`src/rtl/mem_pkg.sv`:
```
// Shared defaults and helpers for the mem register-file RAM.
package mem_pkg;

    localparam int MEM_DEF_WIDTH  = 4;
    localparam int MEM_DEF_ADDR_W = 4;

    function automatic int mem_depth(input int addr_w);
        return 2 ** addr_w;
    endfunction

endpackage

```
`src/rtl/mem.sv`:
```
// Single-port RAM: synchronous write, combinational read (registered read when MEM_OUT_REG_EN is defined).
// Asynchronous active-low reset clears every word.
module mem
    import mem_pkg::*;
#(
    parameter int WIDTH  = MEM_DEF_WIDTH,
    parameter int ADDR_W = MEM_DEF_ADDR_W
) (
    output logic [WIDTH-1:0]  z,
    input  logic [WIDTH-1:0]  in,
    input  logic [ADDR_W-1:0] address,
    input  logic              we,
    input  logic              clk,
    input  logic              rst_n
);

    localparam int DEPTH = mem_depth(ADDR_W);

    logic [WIDTH-1:0] word [DEPTH];

    // Per-word compare: an unknown we or address never matches, so other words stay intact.
    always_ff @(posedge clk or negedge rst_n) begin
        if (!rst_n) begin
            for (int i = 0; i < DEPTH; i++) begin
                word[i] <= '0;
            end
        end else begin
            for (int i = 0; i < DEPTH; i++) begin
                if (we && (address == ADDR_W'(i))) begin
                    word[i] <= in;
                end
            end
        end
    end

`ifdef MEM_OUT_REG_EN
    // Samples the array before this edge's write lands, giving read-old-data.
    always_ff @(posedge clk or negedge rst_n) begin
        if (!rst_n) begin
            z <= '0;
        end else begin
            z <= word[address];
        end
    end
`else
    always_comb begin
        z = word[address];
    end
`endif

endmodule

```
`config.mk`:
```
export PLATFORM = sky130hd
export DESIGN_NAME = mem
export DESIGN_NICKNAME = d
export VERILOG_FILES = /design/src/rtl/mem_pkg.sv /design/src/rtl/mem.sv
export SDC_FILE = /design/constraint.sdc
export NUM_CORES = 1
export LEC_CHECK = 0
export ABC_AREA = 1
export CELL_PAD_IN_SITES_DETAIL_PLACEMENT = 1
export CELL_PAD_IN_SITES_GLOBAL_PLACEMENT = 1
export CORE_MARGIN = 8
export CORE_UTILIZATION = 47
export CTS_CLUSTER_SIZE = 12
export DETAILED_ROUTE_END_ITERATION = 8
export HOLD_SLACK_MARGIN = 0.06
export PLACE_DENSITY = 0.93
export SYNTH_ARGS = -nofsm -noshare
export SYNTH_HDL_FRONTEND = slang
export SYNTH_SLANG_ARGS = --single-unit
```
`constraint.sdc`:
```
create_clock -name clk -period 1.8 [get_ports clk]
set_clock_uncertainty 0.2 [all_clocks]
set_input_delay 0.27 -clock clk [delete_from_list [all_inputs] [get_ports clk]]
set_output_delay 0.27 -clock clk [all_outputs]
set_load 0.005 [all_outputs]
```
==> impl_metrics.yaml <==
final_layout:
  largest_reg_flops: 64
  largest-register: "word"
  n_antenna_cell: 0
  n_fill_cell: 811
  post-route-util_pct: 60.1
  final_cell_area_um2: 3830
  drive_above_1_share_pct: 18.1
  nets: 480
  reg_top3: "word: 64 flops"
  area_growth_pct: 22.8
global_routing:
  grt_max_degree: 65
  grt_pass1_vias: 3216
  grt_use_total_pct: 22.0
  antenna_found_initial: 0
  overflow: 0
  grt_pass1_wl_um: 16700
floorplan:
  die-area_um2: 9510
  dieHeight_um: 97.5
  pin_count: 15
  coreArea_um2: 6390
  initial_utilization_pct: 48.9
  fp-row-count: 29
  die_x_um: 97.5
sta:
  worst_slew_pin_slew_ns: 0.601
  finalSetupViolCount: 4
  rsz0062_at_grt: "yes"
  slew_headroom_pct: 59.9
  hold_viol: 0
  period_minus_slack_ns: 1.90
  slew_viol_final: 0
  max_freq_ghz: 0.526
  period_share_pct: 106
  worst_slack_ns: -0.101
  fin_setup_tns_ns: -0.303
route:
  route.detailed.drc: 0
  ant_nets: 0
  via_count: 3024
  drt_iter0_drc: 172
  routed_via_density: 5.49
  dr.pass1.iters: 4
  routedWlPerCell_um: 18.4
  routed_wl_um: 10200
critical_path:
  end_kind: "output port"
  rr_endpoint: "word[45]$_DFFE_PN0P_"
  cp.arrival_ns: 1.43
  startpoint_type: "flip-flop"
  critical_path.top_delay_family: "simple AND/OR/NAND/NOR gates"
  ff2ff_path_depth: 3
  crit_slowest_cell: "dfrtp_1"
  crit_required_ns: 1.33
  path_class: "reg2out"
  reg2reg_slack_ns: 0.76
  critPathMaxFanout: 2
  path_buf_inv: 2
  slowest_delay_ns: 0.38
  r2r_start: "word[45]$_DFFE_PN0P_"
  crit_top_cell: "nand2_1"
  critical_path.cell_chain: "nand2_1, nand2_1, nand2_1, nand2_1, nand2_1, nand2_1, inv_2, nand2_2, buf_2"
clocking:
  h-tree-depth: 3
  clock_latency_ns: 0.35
  cts_tree: "built"
  cts_buffers: 9
  clk_pin_slew_ns: 0.07
  cts.sinks: 64
  cts.path.max_buffers: 2
  cts_root_buf: "clkbuf_8"
power:
  power.internal_w: 0.00277
  seqPwrFrac_pct: 47.8
  peakVddDrop_mv: 0.792
  leakagePower_nw: 1.99
  swShare_pct: 32.3
  clkPwrFrac_pct: 29.5
  power_w: 0.00409
  p_switching_w: 0.00132
  combPwrFrac_pct: 22.7
  power_density_nw_per_um2: 1070
synth:
  ys_types: 21
  syn_area_um2: 3120
  synth_seq_cells: 64
  yosysWarningCount: 0
  syn_avg_cell_area_um2: 7.42
  synth_nets: 432
  seq_area_frac_synth_pct: 51.3
  syn-instance-count: 421
hold_path:
  hp-class: "in2async"
placed_design:
  port_buffers: 14
  finalWeightedCongestion: 0.792
  hpwl_um: 6300
  placed_area_um2: 3530
run:
  maxCapViolCount: 0
outcome:
  failed_checks: "negative setup slack"
  outcome: "finished, violations left"
[how the worst max path moves through the flow]
| stage | start | end | slack (ns) | cells after the start |
|---|---|---|---|---|
| 2_1_floorplan | address[0] | z[2] | 0.29 | 11 |
| 3_3_place_gp | address[0] | z[3] | -0.77 | 11 |
| 3_5_place_dp | address[0] | z[1] | -0.82 | 11 |
| 4_1_cts | word[45]$_DFFE_PN0P_ | z[1] | -0.11 | 9 |
| 5_1_grt | word[4]$_DFFE_PN0P_ | z[0] | -0.17 | 9 |
| 6_report | word[41]$_DFFE_PN0P_ | z[1] | -0.10 | 9 |
[metrics by stage]
stage               hold slack (ns)  cells  worst slack (ns)
global placement              0.109    525            -0.769
CTS                           0.274    547            -0.108
global route                  0.303    551            -0.169
detailed placement            0.115    525            -0.820
floorplan                    -0.226    421             0.294
finish                        0.246    551            -0.101
[logic make-up after synthesis]
family,Yosys count,synth area share [%]
AO/OA/AOI/OAI,64,10.3
buffers and inverters,33,4.77
flip-flops,64,51.3
AND/OR/NAND/NOR,260,33.7
[what timing repair did]
item                                    in CTS  in global routing
hold buffers                                 1                  0
pin swaps                                   16                 16
resized for setup                           31                 13
endpoints found under the setup margin      19                  4
hold endpoints to repair                    64                  0
buffers inserted                             4                  4
gates cloned                                 1                  0
[power groups by stage]
stage | Combinational, W | Sequential, W | Clock (W)
finish | 0.000927 | 0.00195 | 0.00121
detailed placement | 0.000836 | 0.00196 | 0
global route | 0.00104 | 0.00198 | 0.00128
floorplan | 0.000542 | 0.00190 | 0
CTS | 0.000861 | 0.00194 | 0.00121
global placement | 0.000773 | 0.00194 | 0
[area by class of cell]
type                            count  area [um^2]  share of cell area, %
Timing Repair Buffer               51          475                   12.4
Inverter                           19         76.3                   1.99
Clock buffer                       12          135                   3.52
Tap cell                           77         96.3                   2.51
Sequential cell                    64         1600                   41.8
Clock inverter                      4         45.0                   1.17
Multi-Input combinational cell    324         1410                   36.6
[worst min-delay path, stage by stage]
cell	delay, ns
dlygate4sd3_1	0.52
buf_2	0.12
buf_12	0.29
[layout by cell type (no fill, tap or decap), types with 4 or more instances in the layout]
| cell type | instances |
|---|---|
| nand2_1 | 209 |
| dfrtp_1 | 64 |
| o21ai_0 | 37 |
| buf_4 | 29 |
| nor2_1 | 24 |
| a21oi_1 | 24 |
| nand2_2 | 13 |
| inv_1 | 12 |
| clkbuf_8 | 9 |
| inv_2 | 6 |
| nor2_4 | 5 |
| clkdlybuf4s50_1 | 5 |
| buf_2 | 5 |
| buf_12 | 4 |
[synthesized netlist by cell type (all sizes together)]
cell,number,area [um^2]
nand2,222,833
dfrtp,64,1600
o21ai,40,200
nor2,32,165
a21oi,24,120
inv,19,73.8
buf,10,60.1
clkbuf,4,15.0
nand3,2,15.0
nand4,2,12.5
nor3,2,26.3
[layer usage]
| metal | GRT usage [%] | wire length (um) |
|---|---|---|
| met1 | 26.0 | 4390 |
| met2 | 37.7 | 5080 |
| met3 | 5.69 | 386 |
| met4 | 7.69 | 301 |
| met5 | 0 | 0 |
Power figures use the tool's default switching activity.
